--- src/rtl/mem_port_arbiter.sv ---
// Arbitrates the fetch and MEM stages onto one single-ported memory with a
// fixed read latency; one access is in flight at a time, round-robin on ties.
module mem_port_arbiter #(
  parameter int unsigned LATENCY = 2
) (
  input  logic        clk,
  input  logic        rst,
  input  logic        if_req,
  input  logic [31:0] if_addr,
  output logic        if_ready,
  output logic [31:0] if_rdata,
  input  logic        mem_req,
  input  logic        mem_we,
  input  logic [31:0] mem_addr,
  input  logic [31:0] mem_wdata,
  output logic        mem_ready,
  output logic [31:0] mem_rdata,
  output logic        ram_en,
  output logic        ram_we,
  output logic [31:0] ram_addr,
  output logic [31:0] ram_wdata,
  input  logic [31:0] ram_rdata,
  output logic        stall_if,
  output logic        stall_mem
);

  typedef enum logic [1:0] {
    IDLE     = 2'd0,
    BUSY_IF  = 2'd1,
    BUSY_MEM = 2'd2
  } state_t;

  typedef enum logic {
    GRANT_IF  = 1'b0,
    GRANT_MEM = 1'b1
  } grant_t;

  // Loaded at issue so that zero is reached exactly LATENCY cycles later.
  localparam logic [3:0] CNT_LOAD = 4'(LATENCY - 1);

  state_t     state;
  state_t     state_nxt;
  grant_t     last_grant;
  grant_t     last_grant_nxt;
  logic [3:0] cnt;
  logic [3:0] cnt_nxt;
  logic       grant_mem;

  always_ff @(posedge clk) begin
    if (rst) begin
      state      <= IDLE;
      cnt        <= '0;
      last_grant <= GRANT_IF;
    end else begin
      state      <= state_nxt;
      cnt        <= cnt_nxt;
      last_grant <= last_grant_nxt;
    end
  end

  always_comb begin
    state_nxt      = state;
    cnt_nxt        = cnt;
    last_grant_nxt = last_grant;
    ram_en         = 1'b0;
    ram_we         = 1'b0;
    ram_addr       = if_addr;
    ram_wdata      = mem_wdata;
    if_ready       = 1'b0;
    mem_ready      = 1'b0;
    if_rdata       = ram_rdata;
    mem_rdata      = ram_rdata;
    grant_mem      = mem_req && (!if_req || (last_grant == GRANT_IF));

    case (state)
      IDLE: begin
        if (if_req || mem_req) begin
          ram_en  = 1'b1;
          cnt_nxt = CNT_LOAD;
          if (grant_mem) begin
            ram_we         = mem_we;
            ram_addr       = mem_addr;
            state_nxt      = BUSY_MEM;
            last_grant_nxt = GRANT_MEM;
          end else begin
            state_nxt      = BUSY_IF;
            last_grant_nxt = GRANT_IF;
          end
        end
      end
      BUSY_IF: begin
        if (cnt == 4'd0) begin
          if_ready  = 1'b1;
          state_nxt = IDLE;
        end else begin
          cnt_nxt = cnt - 4'd1;
        end
      end
      BUSY_MEM: begin
        if (cnt == 4'd0) begin
          mem_ready = 1'b1;
          state_nxt = IDLE;
        end else begin
          cnt_nxt = cnt - 4'd1;
        end
      end
      default: state_nxt = IDLE;
    endcase

    // Reset is synchronous, so the registered state may still be busy during
    // the reset cycle; the strobes are masked here to abandon that access.
    if (rst) begin
      ram_en    = 1'b0;
      ram_we    = 1'b0;
      if_ready  = 1'b0;
      mem_ready = 1'b0;
    end

    stall_if  = if_req & ~if_ready;
    stall_mem = mem_req & ~mem_ready;
  end

endmodule
--- config.mk ---
export PLATFORM = sky130hd
export DESIGN_NAME = mem_port_arbiter
export DESIGN_NICKNAME = d
export VERILOG_FILES = /design/src/rtl/mem_port_arbiter.sv
export SDC_FILE = /design/constraint.sdc
export NUM_CORES = 1
export LEC_CHECK = 0
export ABC_AREA = 1
export CORE_AREA = 2 2 104 106
export DETAILED_ROUTE_END_ITERATION = 8
export DIE_AREA = 0 0 106 108
export DONT_BUFFER_PORTS = 1
export PLACE_DENSITY = 0.39
export SLEW_MARGIN = 10
export SYNTH_ARGS = -nofsm -noshare
export SYNTH_HDL_FRONTEND = slang
export SYNTH_SLANG_ARGS = --single-unit
--- constraint.sdc ---
create_clock -name clk -period 4 [get_ports clk]
set_input_delay 0.8 -clock clk [delete_from_list [all_inputs] [get_ports clk]]
set_output_delay 0.8 -clock clk [all_outputs]
set_load 0.05 [all_outputs]
# After elaboration in Yosys (flattened, before gate mapping)

Cells that the tools add are included.

Bits in registers: 7
Input bits: 133
Output and inout bits: 134
Logic and storage cells: 48

Add/subtract/negate cells: 1
Equal/unequal tests: 5
Muxes and demuxes: 23
Bitwise logic cells: 5
Reduce and logical (&&, ||, !) cells: 11

Operators with widths:

| cell                                                  | count |
|---|---|
| 2-to-1 mux 32 bit                                     | 3 |
| 2-to-1 mux 1 bit                                      | 13 |
| 2-to-1 mux 4 bit                                      | 2 |
| one-hot mux 4 bit (2 select lines)                    | 1 |
| 2-to-1 mux 2 bit                                      | 3 |
| logical NOT 4 bit                                     | 1 |
| inequality test 2 bit, second input constant          | 2 |
| one-hot mux 2 bit (2 select lines)                    | 1 |
| AND reduction 2 bit                                   | 2 |
| subtractor 4 x 1 -> 4 bit, second input constant      | 1 |
| inverter 1 bit                                        | 3 |
| AND reduction 3 bit                                   | 1 |
| bitwise AND 1 bit                                     | 2 |
| equality test 2 x 1 -> 1 bit, second input constant   | 1 |
| equality test 2 bit, second input constant            | 1 |
| logical NOT 2 bit                                     | 1 |
| logical OR 1 bit                                      | 2 |
| inequality test 2 x 1 -> 1 bit, second input constant | 1 |
| nonzero test 2 bit                                    | 1 |
| OR reduction 2 bit                                    | 1 |
| logical AND 1 bit                                     | 1 |
| logical NOT 1 bit                                     | 1 |

# Longest topological paths before layout

Gate-level depths: netlist of run 1.

Word-level depth: 7
Depth in mapped cells: 9
Depth with buffers taken out: 8

# Worst setup path before layout of run 1

OpenSTA, ideal clock, no wires.

Path type: in2out
From: input port rst
To: output port stall_if
Arrival time: 2.122 ns
Required time: 3.200 ns
Slack: 1.078 ns
Stages: 4
Buffers on the path: 0
Path through: inv_1 nand2_1 nor2_1 nor2_1

Cells in the longest elaborated chain, start to end: 3

RTL lines:

| element            | RTL line | text |
|---|---|---|
| start, declared    | 7        | `input logic rst,` |
| 2-to-1 mux 1 bit   | 112      | `if (rst) begin` |
| named net if_ready | 10       | `output logic if_ready,` |
| inverter 1 bit     | 119      | `stall_if = if_req & ~if_ready;` |
| bitwise AND 1 bit  | 119      |  |
| end, declared      | 23       | `output logic stall_if,` |

The timed path passes the listed nets, and every way through them passes these cells.

# Final worst setup path of run 1

From: register state[0]
To: output port ram_addr[14]

Cells in the longest elaborated chain, start to end: 2

RTL lines:

| element                | RTL line | text |
|---|---|---|
| start, declared        | 41       | `state_t state;` |
| start signal, assigned | 55       | `state <= state_nxt;` |
| logical NOT 2 bit      | 75       | `case (state)` |
| 2-to-1 mux 32 bit      | 75       |  |
| end, declared          | 20       | `output logic [31:0] ram_addr,` |

No other way between the ends.

==> results of run 1 <==
==> cells in the mapped netlist <==
master                     instances
sky130_fd_sc_hd__buf_4           100
sky130_fd_sc_hd__nand2_1          86
sky130_fd_sc_hd__nand3_1          36
sky130_fd_sc_hd__nor2_1           18
sky130_fd_sc_hd__inv_1            12
sky130_fd_sc_hd__dfxtp_1           7
sky130_fd_sc_hd__a21oi_1           6
sky130_fd_sc_hd__ha_1              4
sky130_fd_sc_hd__buf_6             3
sky130_fd_sc_hd__clkbuf_1          3
sky130_fd_sc_hd__a21oi_4           1
sky130_fd_sc_hd__inv_2             1
sky130_fd_sc_hd__nand2_4           1
sky130_fd_sc_hd__nand3_2           1
sky130_fd_sc_hd__nand3b_1          1
==> path summary, 6_finish.rpt <==
kind,endpoint,start,slack (ns),cells after the start
worst max-delay path,ram_addr[14],state[0]$_SDFFE_PP0P_,1.29,6
worst min register to register,state[1]$_SDFFE_PP0P_,state[1]$_SDFFE_PP0P_,0.49,2
worst max register to register,cnt[1]$_SDFFE_PP0P_,state[0]$_SDFFE_PP0P_,2.50,7
worst min-delay path,state[1]$_SDFFE_PP0P_,state[1]$_SDFFE_PP0P_,0.49,2
==> layout by cell type (no fill, tap or decap) <==
| cell | instances |
|---|---|
| sky130_fd_sc_hd__a21oi_4 | 1 |
| sky130_fd_sc_hd__nand2_1 | 86 |
| sky130_fd_sc_hd__nand3b_1 | 1 |
| sky130_fd_sc_hd__inv_2 | 1 |
| sky130_fd_sc_hd__a21oi_1 | 6 |
| sky130_fd_sc_hd__ha_1 | 4 |
| sky130_fd_sc_hd__inv_1 | 12 |
| sky130_fd_sc_hd__nand3_1 | 36 |
| sky130_fd_sc_hd__nand3_2 | 1 |
| sky130_fd_sc_hd__nand2_4 | 1 |
| sky130_fd_sc_hd__clkbuf_1 | 1 |
| sky130_fd_sc_hd__buf_4 | 8 |
| sky130_fd_sc_hd__dfxtp_1 | 7 |
| sky130_fd_sc_hd__nor2_1 | 18 |
| sky130_fd_sc_hd__clkbuf_8 | 3 |
==> cell type report <==
class	instances	area share [%]
Clock buffer	4	3.88
Inverter	13	4.21
Sequential cell	7	12.1
Tap cell	136	14.7
Multi-Input combinational cell	154	60.0
Timing Repair Buffer	8	5.18
==> critical path, stage by stage (launching register included) <==
cell,delay [ns]
sky130_fd_sc_hd__dfxtp_1,0.35
sky130_fd_sc_hd__inv_1,0.07
sky130_fd_sc_hd__ha_1,0.21
sky130_fd_sc_hd__buf_4,0.20
sky130_fd_sc_hd__nand2_4,0.31
sky130_fd_sc_hd__nand2_1,0.13
sky130_fd_sc_hd__nand2_1,0.38
==> report_power, final <==
| group | internal, mW | total, mW | leakage [nW] | switching [mW] |
|---|---|---|---|---|
| clock | 0.0691 | 0.102 | 0.0228 | 0.0325 |
| combinational | 0.108 | 0.579 | 0.508 | 0.470 |
| sequential | 0.0924 | 0.109 | 0.0579 | 0.0167 |
| total | 0.270 | 0.789 | 0.589 | 0.519 |
==> stage by stage <==
step | utilization, % | std cells
finish | 11.3 | 322
global route | 11.3 | 322
CTS | 11.3 | 322
detailed placement | 10.9 | 318
global placement | 10.9 | 318
floorplan | - | 280
==> sequential cells by signal (all words and copies together), names as in the netlist <==
name / flops
cnt: 4
last_grant: 1
state: 2
==> metal layers <==
| metal | share of wire [%] | vias up | global-route usage (%) |
|---|---|---|---|
| met2 | 54 | 113 | 13.2 |
| met5 | 0 | - | 0 |
| met3 | 14 | 24 | 3.80 |
| met1 | 28 | 485 | 5.54 |
| li1 | - | 582 | - |
| met4 | 4.1 | 0 | 3.85 |
==> logic make-up after synthesis <==
| group | Yosys count | synth area share, % |
|---|---|---|
| buffers and inverters | 119 | 50.3 |
| adder cells (fa/ha/maj) | 4 | 2.98 |
| AND/OR/NAND/NOR | 143 | 35.7 |
| flip-flops | 7 | 8.34 |
| AO/OA/AOI/OAI | 7 | 2.76 |
==> metrics.cfg, run 1 <==
[synthesis]
yosys.area.top_type_share_pct = 44.7
yosysUniqueCellTypes = 15
synth.avg_cell_area_um2 = 6.00
postSynthNetCount = 417
synth_top_cell_by_area = sky130_fd_sc_hd__buf_4
yosys_warnings = 0
synthesis.area_um2 = 1680
netlist_instances = 280
synth-seq-area-share_pct = 8.34
synth.area.top_cells = sky130_fd_sc_hd__buf_4 45%, sky130_fd_sc_hd__nand2_1 19%, sky130_fd_sc_hd__nand3_1 11%
synth.ff_latch_count = 7

[clock_tree]
clockBufferDepth = 2
clock_root_buffer = sky130_fd_sc_hd__clkbuf_8
worstSkewPairLatency_ns = 0.23
holdBufCountCts = 0
cts_tree = built
htree_levels = 1
number_of_buffers_inserted_during_clock_tree_synthesis = 3
cts.repair.resized = 0
clock_sinks = 7
postCtsSetupRepairBufs = 0
clk_pin_slew_ns = 0.04

[timing]
final.period_utilization_pct = 67.6
slew_hr_pct = 41.2
tightest_slew_ns = 0.879
finalClockSkew_ns = 0.00262
setup_viol = 0
rsz0062_at_grt = no
fin_tns_setup_ns = 0
hold_viol_final = 0
post_route_worst_hold_slack_ns = 0.487
fmax_mhz = 370
period_needed_ns = 2.71
timing.final.max_slew_violations = 0
setup_slack_ns = 1.29

[cells_and_area]
fillers = 1221
drive_above_1_share_pct = 8.06
finish.net_count = 324
layout.area.seq_um2 = 140
final_cell_area_um2 = 1160
multiInputGateArea_um2 = 696
num_antenna_cells = 0
areaGrowthSynthToFinish_pct = -31.0

[grt]
track_usage_pct = 6.89
grt_pass1_wl_um = 5800
first_global_vias = 1026
antenna_found_initial = 0
grt_start_max_net_pins = 35
grt_overflow_total = 0

[die]
std_cell_rows = 37
initial_core_utilization_pct = 16.4
die_w_um = 106
top_level_ports = 267
floorplan.die.height_um = 108
die_area_um2 = 11400
core-area_um2 = 10200

[power]
cellLeakagePower_nw = 0.589
vdd_ir_drop_max_v = 0.000173
totalPowerFinal_mw = 0.789
power.density_cell_area_nw_per_um2 = 680

[routing]
detail_route.vias_per_cell = 3.74
drt_iter0_drc = 54
drt-pass1-iter-count = 5
ant_nets = 0
vias = 1204
post-route-drc-count = 0
wl_um = 4460
post_dr_wirelength_cell_um = 13.9

[place]
dp_worst_setup_slack_ns = 1.30
port_buffers = 0
place.detailed.hpwl_um = 3780
postPlaceCellArea_um2 = 1110
gp_routability_congestion = 0.700

[flow_run]
drv_cap = 0

[setup_path]
critical_path_class = reg2out
critPathMaxFanout = 34
worst_setup_path_start_kind = register
cp_data_required_time_ns = 3.20
crit_arrival_ns = 1.91
critPathCaptureType = output pin

[run_status]
status = completed

[min_path]
hp-class = reg2reg

No activity file was read; power rests on OpenSTA's default activity.
==> run 2, diff against run 1 <==
- clock period: 4 -> 2.5 ns (I/O delays scaled with it)
==> run 2 against run 1 <==
  * Sequential share of layout area fell by 4.2 points
  * Register-to-register slack got worse by 1.6 ns
  * Routed wire length rose by 14%
  * Highest routed layer unchanged
==> metrics.cfg, run 2 (synthesis results as in run 1) <==
[setup_path]
crit_arrival_ns = 1.64  ; -0.27 ns
rrSetupSlack_ns = 0.87  ; -1.63 ns
critPathMaxFanout = 16  ; -53%
r2r_cells = 8  ; +1
critPathCaptureType = output pin
critical_path_class = reg2out
cp_data_required_time_ns = 2.00  ; -1.20 ns
worst_setup_path_start_kind = register

[grt]
antenna_found_initial = 0  ; unchanged
track_usage_pct = 8.02  ; +1.1 points
grt_overflow_total = 0  ; unchanged
first_global_vias = 1270  ; +24%
grt_pass1_wl_um = 7120  ; +23%
grt_start_max_net_pins = 21  ; -40%

[timing]
fin_tns_setup_ns = 0  ; unchanged
setup_viol = 0  ; unchanged
fmax_mhz = 468
final.period_utilization_pct = 85.4
rsz0062_at_grt = no
slew_hr_pct = 83.2  ; +42 points
finalClockSkew_ns = 0.00266  ; +0.0000427 ns
hold_viol_final = 0  ; unchanged
tightest_slew_ns = 0.252  ; -0.627 ns
timing.final.max_slew_violations = 0  ; unchanged
period_needed_ns = 2.14

[die]
top_level_ports = 267  ; unchanged
core-area_um2 = 10200  ; unchanged
initial_core_utilization_pct = 16.4  ; unchanged
std_cell_rows = 37  ; unchanged
die_area_um2 = 11400  ; unchanged
floorplan.die.height_um = 108  ; unchanged
die_w_um = 106  ; unchanged

[clock_tree]
clockBufferDepth = 2  ; unchanged
htree_levels = 1  ; unchanged
holdBufCountCts = 0  ; unchanged
clock_root_buffer = sky130_fd_sc_hd__clkbuf_8
clock_sinks = 7  ; unchanged
worstSkewPairLatency_ns = 0.23  ; about the same
postCtsSetupRepairBufs = 0  ; unchanged
cts_tree = built
clk_pin_slew_ns = 0.04  ; about the same
number_of_buffers_inserted_during_clock_tree_synthesis = 3  ; unchanged
cts.repair.resized = 0  ; unchanged

[cells_and_area]
finish.net_count = 361  ; +11%
mostFrequentLayoutCell = sky130_fd_sc_hd__nand2_1
regMostFlops = cnt
reg_top3 = cnt x4, state x2, last_grant x1
number_of_flip_flops_in_the_largest_register = 4  ; unchanged
drive_above_1_share_pct = 23.3  ; +15 points
final_cell_mix = 86 x sky130_fd_sc_hd__nand2_1, 36 x sky130_fd_sc_hd__nand3_1, 27 x sky130_fd_sc_hd__buf_12
final_core_utilization_pct = 17.4  ; +6.0 points
num_antenna_cells = 0  ; unchanged
areaGrowthSynthToFinish_pct = 5.66

[routing]
ant_nets = 0  ; unchanged
post_dr_wirelength_cell_um = 14.2  ; +2.6%
drt-pass1-iter-count = 4  ; -1
vias = 1375  ; +14%
drt_iter0_drc = 116  ; +110%
post-route-drc-count = 0  ; unchanged
wl_um = 5110  ; +14%
detail_route.vias_per_cell = 3.83  ; +2.4%

[power]
switching_power_mw = 0.921  ; +77%
pwr-share-seq_pct = 10.1  ; -3.7 points
share_of_power_burned_in_the_clock_network_pct = 9.5  ; -3.4 points
cellLeakagePower_nw = 0.886  ; +51%
share_comb_of_total_power_pct = 80.4  ; +7.1 points
power.share.switching_pct = 53.7  ; -12 points
vdd_ir_drop_max_v = 0.000187  ; +8.0%
power.internal_mw = 0.796  ; +190%
power.density_cell_area_nw_per_um2 = 967  ; +42%

[place]
place.detailed.hpwl_um = 4450  ; +18%
gp_routability_congestion = 0.765  ; +9.3%
port_buffers = 0  ; unchanged

[flow_run]
drv_cap = 0  ; unchanged

[min_path]
hp-class = in2reg
hold_path_depth = 1  ; -1

[run_status]
status = completed

==> run 2: power by group through the flow <==
| stage | clock [mW] | combinational [mW] | sequential, mW |
|---|---|---|---|
| finish | 0.163 | 1.38 | 0.174 |
| global route | 0.174 | 1.49 | 0.177 |
| CTS | 0.173 | 1.40 | 0.174 |
| detailed placement | 0 | 1.40 | 0.175 |
| global placement | 0 | 1.38 | 0.175 |
| floorplan | 0 | 1.26 | 0.170 |
==> run 2: path summary, 6_finish.rpt <==
| check | end | start |
|---|---|---|
| worst max-delay path | ram_addr[1] | state[0]$_SDFFE_PP0P_ |
| worst min-delay path | state[0]$_SDFFE_PP0P_ | rst |
| worst max register to register | cnt[3]$_SDFFE_PP0P_ | state[0]$_SDFFE_PP0P_ |
| worst min register to register | state[0]$_SDFFE_PP0P_ | state[0]$_SDFFE_PP0P_ |
==> run 2: area by class of cell <==
class,instances,area [um^2]
Clock buffer,4,45.0
Tap cell,136,170
Timing Repair Buffer,45,676
Multi-Input combinational cell,154,696
Sequential cell,7,140
Fill cell,1182,8460
Inverter,13,48.8
==> run 2: worst max-delay path, cell delays in order, from the launching register on <==
cell,delay [ns]
sky130_fd_sc_hd__dfxtp_1,0.35
sky130_fd_sc_hd__inv_1,0.07
sky130_fd_sc_hd__ha_1,0.27
sky130_fd_sc_hd__nand2_4,0.12
sky130_fd_sc_hd__buf_4,0.21
sky130_fd_sc_hd__nand2_1,0.11
sky130_fd_sc_hd__nand2_1,0.13
sky130_fd_sc_hd__buf_12,0.15
==> run 2: per-stage QoR <==
stage	cell area, um^2	hold WS, ns	power (mW)	setup slack, ns	cells
6_report	1780	0.337	1.72	0.365	359
2_1_floorplan	1680	0.450	1.43	0.178	280
4_1_cts	1780	0.329	1.74	0.335	359
3_3_place_gp	1730	0.470	1.56	0.585	355
5_1_grt	1780	0.333	1.84	0.244	359
3_5_place_dp	1730	0.477	1.57	0.564	355
==> run 2: layer usage <==
layer	vias to the layer above	global-route usage, %	part of all wire, %	routed length (um)
li1	656	-	-	-
met1	595	6.95	30	1530
met2	107	15.4	54	2770
met3	17	3.86	13	645
met4	0	3.85	3.2	162
met5	-	0	0	0
==> run 3, diff against run 2 <==
- PLACE_DENSITY: 0.39 -> default
==> run 3 against run 2 <==
  * Flip-flop and latch count unchanged
  * Sequential power about the same
  * Via count down 0.87%
  * Maximum frequency down 9.5%
  * Register-to-register slack better by 0.06 ns
==> metrics.cfg, run 3 (synthesis results as in run 1) <==
[run_status]
status = completed

[routing]
post_dr_wirelength_cell_um = 13.4  ; -5.8%
wl_um = 4770  ; -6.6%
drt-pass1-iter-count = 5  ; +1
drt_iter0_drc = 61  ; -47%
vias = 1363  ; -0.87%
detail_route.vias_per_cell = 3.83  ; about the same
post-route-drc-count = 0  ; unchanged
ant_nets = 0  ; unchanged

[setup_path]
critical_path_cell_list = inv_1 > ha_1 > inv_1 > a21oi_1 > inv_1 > nor2_1 > buf_4
cpMostUsedCell = sky130_fd_sc_hd__inv_1
cp_data_required_time_ns = 2.00  ; about the same
max_stage_delay_ns = 0.41  ; +0.06 ns
critical_path_class = reg2out
critPathCaptureType = output pin
crit_arrival_ns = 1.86  ; +0.22 ns
slowest_stage = sky130_fd_sc_hd__ha_1
worst_setup_path_start_kind = register
critPathMaxFanout = 9  ; -7
r2r_cells = 7  ; -1

[die]
die_w_um = 106  ; unchanged
std_cell_rows = 37  ; unchanged
top_level_ports = 267  ; unchanged
initial_core_utilization_pct = 16.4  ; unchanged
core-area_um2 = 10200  ; unchanged
die_area_um2 = 11400  ; unchanged
floorplan.die.height_um = 108  ; unchanged

[clock_tree]
clk_pin_slew_ns = 0.04  ; about the same
clock_root_buffer = sky130_fd_sc_hd__clkbuf_8
clockBufferDepth = 2  ; unchanged
cts.repair.resized = 0  ; unchanged
holdBufCountCts = 0  ; unchanged
clock_sinks = 7  ; unchanged
number_of_buffers_inserted_during_clock_tree_synthesis = 3  ; unchanged
postCtsSetupRepairBufs = 0  ; unchanged
htree_levels = 1  ; unchanged
cts_tree = built
worstSkewPairLatency_ns = 0.23  ; about the same

[cells_and_area]
areaGrowthSynthToFinish_pct = 0.596
regMostFlops = cnt
finish.net_count = 358  ; -0.83%
final_cell_mix = 86 x sky130_fd_sc_hd__nand2_1, 36 x sky130_fd_sc_hd__nand3_1, 22 x sky130_fd_sc_hd__buf_12
reg_top3 = cnt x4, state x2, last_grant x1
number_of_flip_flops_in_the_largest_register = 4  ; unchanged
num_antenna_cells = 0  ; unchanged
fillers = 1185  ; +0.25%
drive_above_1_share_pct = 22.3  ; -1.0 points
mostFrequentLayoutCell = sky130_fd_sc_hd__nand2_1

[min_path]
hold_path_depth = 1  ; unchanged
hp-class = in2reg

[place]
dp_worst_setup_slack_ns = 0.422  ; -0.141 ns
port_buffers = 0  ; unchanged
place.detailed.hpwl_um = 3900  ; -12%
gp_routability_congestion = 0.810  ; +6.0%

[grt]
first_global_vias = 1146  ; -9.8%
antenna_found_initial = 0  ; unchanged
grt_pass1_wl_um = 6170  ; -13%
grt_start_max_net_pins = 35  ; +67%
track_usage_pct = 7.09  ; -0.93 points
grt_overflow_total = 0  ; unchanged

[timing]
final.period_utilization_pct = 94.4  ; +9.0 points
rsz0062_at_grt = no
timing.final.max_slew_violations = 0  ; unchanged
finalClockSkew_ns = 0.00130  ; -0.00137 ns
setup_slack_ns = 0.139  ; -0.225 ns
fin_tns_setup_ns = 0  ; unchanged
slew_hr_pct = 72.4  ; -11 points
post_route_worst_hold_slack_ns = 0.334  ; -0.00283 ns
tightest_slew_ns = 0.413  ; +0.162 ns
setup_viol = 0  ; unchanged
hold_viol_final = 0  ; unchanged
period_needed_ns = 2.36  ; +0.225 ns
fmax_mhz = 424  ; -9.5%

[flow_run]
drv_cap = 0  ; unchanged

[power]
power.density_cell_area_nw_per_um2 = 974  ; +0.75%
cellLeakagePower_nw = 0.851  ; -4.0%
vdd_ir_drop_max_v = 0.000392  ; +110%

-- run 3: changes by cell type in the layout (fill, tap and decap cells not counted) --
| cell | before | now |
|---|---|---|
| sky130_fd_sc_hd__buf_12 | 27 | 22 |
| sky130_fd_sc_hd__buf_4 | 18 | 20 |
-- run 3: per-stage QoR --
stage	cells	power, mW	util [%]	cell area [um^2]
after CTS	356	1.66	16.5	1690
final	356	1.65	16.5	1690
after global routing	356	1.75	16.5	1690
after floorplan	280	1.43	-	1680
after detailed placement	352	1.50	16.1	1650
after global placement	352	1.48	16.1	1650
-- run 3: final timing paths --
check | endpoint | slack (ns) | startpoint
max | ram_en | 0.14 | state[0]$_SDFFE_PP0P_
min | state[0]$_SDFFE_PP0P_ | 0.33 | rst
max reg2reg | last_grant$_SDFFE_PP0P_ | 0.93 | state[0]$_SDFFE_PP0P_
min reg2reg | state[1]$_SDFFE_PP0P_ | 0.48 | state[1]$_SDFFE_PP0P_
-- run 3: layout make-up --
| type | count | area (um^2) | share of cell area [%] |
|---|---|---|---|
| tap | 136 | 170 | 10.1 |
| clock buffer | 4 | 45.0 | 2.66 |
| timing repair buffer | 42 | 591 | 34.9 |
| multi-input combinational | 154 | 696 | 41.2 |
| inverter | 13 | 48.8 | 2.89 |
| sequential | 7 | 140 | 8.29 |
-- run 3: layer usage --
metal  vias up  share of wire (%)  track usage [%]
li1        649                  -                -
met1       574                 33             6.87
met2       104                 52             13.0
met3        36                 11             1.87
met4         0                5.1             5.26
met5         -                  0                0
-- run 3: power breakdown --
group          switching, mW  internal [mW]  total [mW]
sequential            0.0267          0.148       0.174
combinational          0.824          0.484        1.31
clock                 0.0528          0.111       0.163
-- run 3: critical path: cells and delay by family (launching register included) --
| family | cells | cell delay [ns] |
|---|---|---|
| buffers and inverters | 4 | 0.53 |
| adders and majority gates | 1 | 0.41 |
| DFF | 1 | 0.32 |
| AOI/OAI and AO/OA | 1 | 0.27 |
| and+or+nand+nor | 1 | 0.10 |
